**config.mk**
```make
export PLATFORM = sky130hd
export DESIGN_NAME = character_display_scanner
export DESIGN_NICKNAME = d
export VERILOG_FILES = /design/src/rtl/character_display_scanner.sv
export SDC_FILE = /design/constraint.sdc
export NUM_CORES = 1
export LEC_CHECK = 0
export ABC_AREA = 1
export BUFFER_PORTS_ARGS = -buffer_cell sky130_fd_sc_hd__buf_2
export CAP_MARGIN = 20
export CORE_MARGIN = 3
export CORE_UTILIZATION = 55
export CTS_BUF_LIST = sky130_fd_sc_hd__clkbuf_4
export CTS_CLUSTER_SIZE = 14
export DETAILED_ROUTE_END_ITERATION = 7
export PLACE_DENSITY = 0.75
export SLEW_MARGIN = 20
export SYNTH_ARGS = -nofsm -noshare
export SYNTH_HDL_FRONTEND = slang
export SYNTH_SLANG_ARGS = --single-unit
```
**constraint.sdc**
```tcl
create_clock -name clk -period 2.79 [get_ports clk]
set_clock_uncertainty 0.1 [all_clocks]
set_input_delay 0.1395 -clock clk [delete_from_list [all_inputs] [get_ports clk]]
set_output_delay 0.1395 -clock clk [all_outputs]
set_load 0.05 [all_outputs]
```
**src/rtl/character_display_scanner.sv**
```systemverilog
// Purpose : time-multiplexes four 4-bit character codes onto one shared
//           character_to_segment decoder and drives active-low digit anodes.
// Latency : outputs are registered and track the scan state of the same
//           cycle. A new frame becomes visible on the digit-0 slot right
//           after the frame boundary.
// Backpressure: load_ready drops while a frame waits for the next boundary.
//           A request offered while load_ready=0 is ignored and must be held.
// Ports:
//   clk, rst          rising-edge clock, synchronous active-high reset
//   load_valid/ready  frame handshake; load_ready comes only from state
//   load_chars[15:0]  digit i code in bits [4i+3:4i]
//   load_blink[3:0]   per-digit blink enable
//   char_code[3:0]    sanitised code of the lit digit (to binary_in)
//   anode_n[3:0]      active-low one-hot digit enable
//   frame_tick        one-cycle pulse in the last cycle of each scan frame
module character_display_scanner #(
  parameter int REFRESH_DIV = 100000,
  parameter int BLINK_DIV   = 25
) (
  input  logic        clk,
  input  logic        rst,
  input  logic        load_valid,
  output logic        load_ready,
  input  logic [15:0] load_chars,
  input  logic [3:0]  load_blink,
  output logic [3:0]  char_code,
  output logic [3:0]  anode_n,
  output logic        frame_tick
);

  localparam int RW = $clog2(REFRESH_DIV);
  localparam int BW = (BLINK_DIV > 1) ? $clog2(BLINK_DIV) : 1;
  localparam logic [RW-1:0] REF_LAST = RW'(REFRESH_DIV - 1);
  localparam logic [BW-1:0] BLK_LAST = BW'(BLINK_DIV - 1);
  localparam logic [3:0]    BLANK    = 4'd11;

  // Scan and blink state
  logic [RW-1:0] refresh_cnt, refresh_nxt;
  logic [1:0]    digit_idx, digit_nxt;
  logic [BW-1:0] blink_cnt, blink_cnt_nxt;
  logic          blink_phase, blink_phase_nxt;

  // Frame currently displayed, and one-deep holding buffer
  logic [15:0]   active_chars, active_chars_nxt;
  logic [3:0]    active_blink, active_blink_nxt;
  logic [15:0]   pend_chars, pend_chars_nxt;
  logic [3:0]    pend_blink, pend_blink_nxt;
  logic          pend_vld, pend_vld_nxt;

  // Registered output next values
  logic [3:0]    char_nxt, anode_nxt;
  logic          tick_nxt;

  logic          slot_end, boundary, xfer;
  logic [3:0]    raw_code;

  // Decoder only knows codes 0..11; anything above shows as blank.
  function automatic logic [3:0] sanitize(input logic [3:0] c);
    return (c > 4'd11) ? BLANK : c;
  endfunction

  assign load_ready = ~pend_vld;
  assign slot_end   = (refresh_cnt == REF_LAST);
  assign boundary   = slot_end && (digit_idx == 2'd3);
  assign xfer       = load_valid && load_ready;

  always_comb begin
    refresh_nxt      = refresh_cnt;
    digit_nxt        = digit_idx;
    blink_cnt_nxt    = blink_cnt;
    blink_phase_nxt  = blink_phase;
    active_chars_nxt = active_chars;
    active_blink_nxt = active_blink;
    pend_chars_nxt   = pend_chars;
    pend_blink_nxt   = pend_blink;
    pend_vld_nxt     = pend_vld;
    raw_code         = BLANK;
    char_nxt         = BLANK;
    anode_nxt        = 4'b1111;
    tick_nxt         = 1'b0;

    if (slot_end) begin
      refresh_nxt = '0;
      digit_nxt   = digit_idx + 2'd1;
    end else begin
      refresh_nxt = refresh_cnt + 1'b1;
    end

    if (boundary) begin
      if (blink_cnt == BLK_LAST) begin
        blink_cnt_nxt   = '0;
        blink_phase_nxt = ~blink_phase;
      end else begin
        blink_cnt_nxt = blink_cnt + 1'b1;
      end
    end

    // A transfer landing on the boundary bypasses the holding buffer.
    // xfer and pend_vld are mutually exclusive, so only one branch fires.
    if (boundary && xfer) begin
      active_chars_nxt = load_chars;
      active_blink_nxt = load_blink;
    end else if (boundary && pend_vld) begin
      active_chars_nxt = pend_chars;
      active_blink_nxt = pend_blink;
      pend_vld_nxt     = 1'b0;
    end else if (xfer) begin
      pend_chars_nxt = load_chars;
      pend_blink_nxt = load_blink;
      pend_vld_nxt   = 1'b1;
    end

    // Outputs are computed from next state so they line up with the scan
    // state held in the same cycle.
    case (digit_nxt)
      2'd0:    raw_code = active_chars_nxt[3:0];
      2'd1:    raw_code = active_chars_nxt[7:4];
      2'd2:    raw_code = active_chars_nxt[11:8];
      default: raw_code = active_chars_nxt[15:12];
    endcase
    char_nxt = sanitize(raw_code);

    if (blink_phase_nxt && active_blink_nxt[digit_nxt])
      anode_nxt = 4'b1111;
    else
      anode_nxt = ~(4'b0001 << digit_nxt);

    tick_nxt = (refresh_nxt == REF_LAST) && (digit_nxt == 2'd3);
  end

  always_ff @(posedge clk) begin
    if (rst) begin
      refresh_cnt  <= '0;
      digit_idx    <= 2'd0;
      blink_cnt    <= '0;
      blink_phase  <= 1'b0;
      active_chars <= {4{BLANK}};
      active_blink <= 4'b0000;
      pend_chars   <= '0;
      pend_blink   <= 4'b0000;
      pend_vld     <= 1'b0;
      char_code    <= BLANK;
      anode_n      <= 4'b1111;
      frame_tick   <= 1'b0;
    end else begin
      refresh_cnt  <= refresh_nxt;
      digit_idx    <= digit_nxt;
      blink_cnt    <= blink_cnt_nxt;
      blink_phase  <= blink_phase_nxt;
      active_chars <= active_chars_nxt;
      active_blink <= active_blink_nxt;
      pend_chars   <= pend_chars_nxt;
      pend_blink   <= pend_blink_nxt;
      pend_vld     <= pend_vld_nxt;
      char_code    <= char_nxt;
      anode_n      <= anode_nxt;
      frame_tick   <= tick_nxt;
    end
  end

endmodule

```
==> impl_metrics.env <==
export IMPL_reg2regPathDepth=12
export IMPL_endpoint_kind="flip-flop"
export IMPL_final_hold_viol_count=0
export IMPL_status="finished, final reports clean"
export IMPL_min_to="blink_phase"
export IMPL_placeableCoreArea_um2=6390
export IMPL_layout_nets=599
export IMPL_detailedRoute_firstIterationViolations=205
export IMPL_leakage_nw=1.86
export IMPL_area_delta_synth_final_pct=14.8
export IMPL_worst_ep_required_time_ns=2.97
export IMPL_postSynthAreaPerCell_um2=7.00
export IMPL_cts_root_buffer_cell="sky130_fd_sc_hd__clkbuf_4"
export IMPL_clock_tree_buffer_depth=2
export IMPL_global_route_total_usage_across_every_layer_pct=22.9
export IMPL_remaining_drc_errors=0
export IMPL_chipHeight_um=87.6
export IMPL_global_route_overflow_total=0
export IMPL_synthMostInstantiatedCell="sky130_fd_sc_hd__nand2_1"
export IMPL_grt_first_pass_wirelength_mm=13.9
export IMPL_totalNegativeSetupSlack_ns=0
export IMPL_hpwl_mm=5.96
export IMPL_hold_class="input pin to flip-flop"
export IMPL_cts_repair_timing_setup_buffer_count=0
export IMPL_crit_path_max_fanout=17
export IMPL_antenna_cells=0
export IMPL_worst_ep_arrival_time_ns=2.56
export IMPL_worst_slew_pin_slew_ns=0.693
export IMPL_wirelength_mm=8.46
export IMPL_grt_max_degree=40
export IMPL_grt_pass1_vias=3109
export IMPL_dp_cells=617
export IMPL_max_vdd_ir_drop_uv=318
export IMPL_yosys_register_bits=75
export IMPL_cts_tree="yes"
export IMPL_multi_input_comb_area_um2=1800
export IMPL_clock_sinks=75
export IMPL_detail_route_first_pass_iterations=5
export IMPL_cp_start_kind="flip-flop"
export IMPL_instances_no_fill=654
export IMPL_synth_top_cell_area_share_pct=41.0
export IMPL_drt_vias_per_instance=5.33
export IMPL_cts_inserted_buffers=9
export IMPL_yosys_warnings=0
export IMPL_number_of_cells_traversed_by_the_worst_hold_path=2
export IMPL_period_minus_slack_ns=2.38
export IMPL_ff_latch_area_um2=1500
export IMPL_clock_tree_htree_level_count=3
export IMPL_gp_routability_congestion=0.892
export IMPL_postSynth_asyncResetShare_pct=0
export IMPL_number_of_fill_cells_in_the_layout=575
export IMPL_antenna_violating_nets_post_route=0
export IMPL_synth_distinct_cells=37
export IMPL_floorplan_initialDensity_pct=57.3
export IMPL_max_freq_mhz=421
export IMPL_rows=29
export IMPL_floorplan_io_pins=33
export IMPL_post_route_cells_drive_above_1_share_pct=13.3
export IMPL_synthCells=523
export IMPL_power_per_cell_area_nw_per_um2=450
export IMPL_ys_top_cells_by_area="sky130_fd_sc_hd__dfxtp_1, sky130_fd_sc_hd__nand2_1, sky130_fd_sc_hd__nand3_1, sky130_fd_sc_hd__inv_1, sky130_fd_sc_hd__nor2_1"
export IMPL_setup_worst_path_class="flip-flop to flip-flop"
export IMPL_antenna_violations_before_repair=0
export IMPL_final_period_utilization_pct=85.1
export IMPL_timing_rr_start="refresh_cnt[0]"
export IMPL_vias=3487
export IMPL_synthFlopType="sky130_fd_sc_hd__dfxtp_1"
export IMPL_die_x_um=87.6
export IMPL_post_synth_top_area_cell="sky130_fd_sc_hd__dfxtp_1"
export IMPL_post_synth_most_frequent_cells="sky130_fd_sc_hd__nand2_1, sky130_fd_sc_hd__dfxtp_1, sky130_fd_sc_hd__inv_1"
export IMPL_slew_headroom_pct=53.7
export IMPL_worst_r2r_endpoint="char_code[1]"
export IMPL_number_of_flops_mapped_to_enable_cells_by_yosys=0
export IMPL_buffer_ports_inserted=32
export IMPL_drv_max_cap_violation_count=0
export IMPL_register_area_share_after_synthesis_pct=41.0
export IMPL_clkSlewWorstSetupHoldPaths_ns=0.12
export IMPL_design_die_area_um2=7670
export IMPL_hold_path_startpoint="rst"
export IMPL_routedWlPerCell_um=12.9
export IMPL_mappedNetlistNets=550
export IMPL_fin_util_pct=65.8
export IMPL_finalSetupViolations=0
export IMPL_grt_setup_unrepaired="false"
export IMPL_finalHoldWorstSlack_ns=0.108
export IMPL_syn_area_um2=3660
export IMPL_ff2ff_setup_slack_ns=0.41
export IMPL_clk_latency_ns=0.39
export IMPL_timing_final_max_slew_violations=0
## repair_timing
action | CTS | global route
gates resized for setup | 0 | 1
hold buffers | 21 | 0
hold endpoints to repair | 40 | 0
endpoints found under the setup margin | 0 | 1
## cells by family (layout without fill, tap and decap cells)
| family | after synthesis | count (layout) | share of synthesized area [%] |
|---|---|---|---|
| fa+ha+maj | 4 | 4 | 1.37 |
| buf+inv | 89 | 143 | 9.95 |
| simple gates | 286 | 286 | 36.8 |
| xor+xnor | 7 | 7 | 1.88 |
| flops | 75 | 75 | 41.0 |
| compound gates | 62 | 62 | 8.99 |
## worst max-delay path, cell delays in order, from the launching register on
cell	delay, ns
sky130_fd_sc_hd__dfxtp_1	0.38
sky130_fd_sc_hd__ha_1	0.27
sky130_fd_sc_hd__nand2_1	0.09
sky130_fd_sc_hd__nor2_2	0.13
sky130_fd_sc_hd__nand4_2	0.13
sky130_fd_sc_hd__nor2_4	0.17
sky130_fd_sc_hd__nand3_2	0.11
sky130_fd_sc_hd__inv_2	0.30
sky130_fd_sc_hd__nand2_1	0.14
sky130_fd_sc_hd__nand3_1	0.11
sky130_fd_sc_hd__nand4_1	0.15
sky130_fd_sc_hd__nand2_1	0.13
sky130_fd_sc_hd__nand3_1	0.07
## layer usage
layer,vias up,global-route usage (%),part of all wire [%]
met5,-,0,0
met4,0,8.09,1.1
li1,1787,-,-
met2,100,37.1,45
met3,11,3.86,5.9
met1,1589,30.7,48
## how the worst max path moves through the flow
stage	from	to	slack [ns]
after floorplan	refresh_cnt[0]	anode_n[0]	0.79
after global placement	refresh_cnt[0]	char_code[1]	0.40
after detailed placement	refresh_cnt[0]	char_code[1]	0.32
after CTS	refresh_cnt[0]	char_code[2]	0.30
after global routing	refresh_cnt[0]	char_code[1]	0.09
final	refresh_cnt[0]	char_code[1]	0.41
## metrics by stage
stage          power, mW  setup WS, ns  area [um2]
3_3_place_gp        1.24         0.404        3850
5_1_grt             1.97        0.0942        4200
2_1_floorplan       1.20         0.787        3660
6_report            1.89         0.415        4200
3_5_place_dp        1.24         0.322        3850
4_1_cts             1.91         0.305        4200
## state kept, by name (all words and copies together), names as in the netlist
name / cells
char_code: 4
pend_vld: 1
pend_blink: 4
active_blink: 4
pend_chars: 16
refresh_cnt: 17
blink_cnt: 5
blink_phase: 1
frame_tick: 1
anode_n: 4
digit_idx: 2
active_chars: 16
## cell usage in the layout, fill, tap and decap left out, types with 3 or more instances in the layout
master / Yosys / layout
sky130_fd_sc_hd__o211ai_1: 4 / 4
sky130_fd_sc_hd__nand4_1: 17 / 17
sky130_fd_sc_hd__o21ai_0: 27 / 27
sky130_fd_sc_hd__nor2_4: 3 / 3
sky130_fd_sc_hd__nor2_2: 5 / 5
sky130_fd_sc_hd__nand3_2: 4 / 3
sky130_fd_sc_hd__buf_4: 2 / 5
sky130_fd_sc_hd__ha_1: 4 / 4
sky130_fd_sc_hd__inv_1: 68 / 68
sky130_fd_sc_hd__nand3_1: 57 / 57
sky130_fd_sc_hd__buf_2: 6 / 32
sky130_fd_sc_hd__nand2_1: 112 / 112
sky130_fd_sc_hd__nand2_2: 3 / 3
sky130_fd_sc_hd__clkbuf_4: 0 / 9
sky130_fd_sc_hd__xor2_1: 6 / 6
sky130_fd_sc_hd__nor3_1: 6 / 6
sky130_fd_sc_hd__dfxtp_1: 75 / 75
sky130_fd_sc_hd__a21oi_1: 26 / 26
sky130_fd_sc_hd__nor2_1: 66 / 66
sky130_fd_sc_hd__dlygate4sd3_1: 0 / 21
## power breakdown
| group | internal (mW) | switching, mW | leakage [nW] | total, mW |
|---|---|---|---|---|
| combinational | 0.0527 | 0.0719 | 1.18 | 0.125 |
| sequential | 1.10 | 0.0207 | 0.611 | 1.12 |
| clock | 0.270 | 0.376 | 0.0733 | 0.646 |
| total | 1.42 | 0.468 | 1.86 | 1.89 |
## cell type report
type,instances,share of cell area (%)
clock buffers,9,1.61
clock inverters,7,1.64
inverters,69,6.16
multi-input cells,359,42.9
flip-flops and latches,75,35.7
well taps,77,2.29
repair buffers,58,9.71
Power figures use the tool's default switching activity.
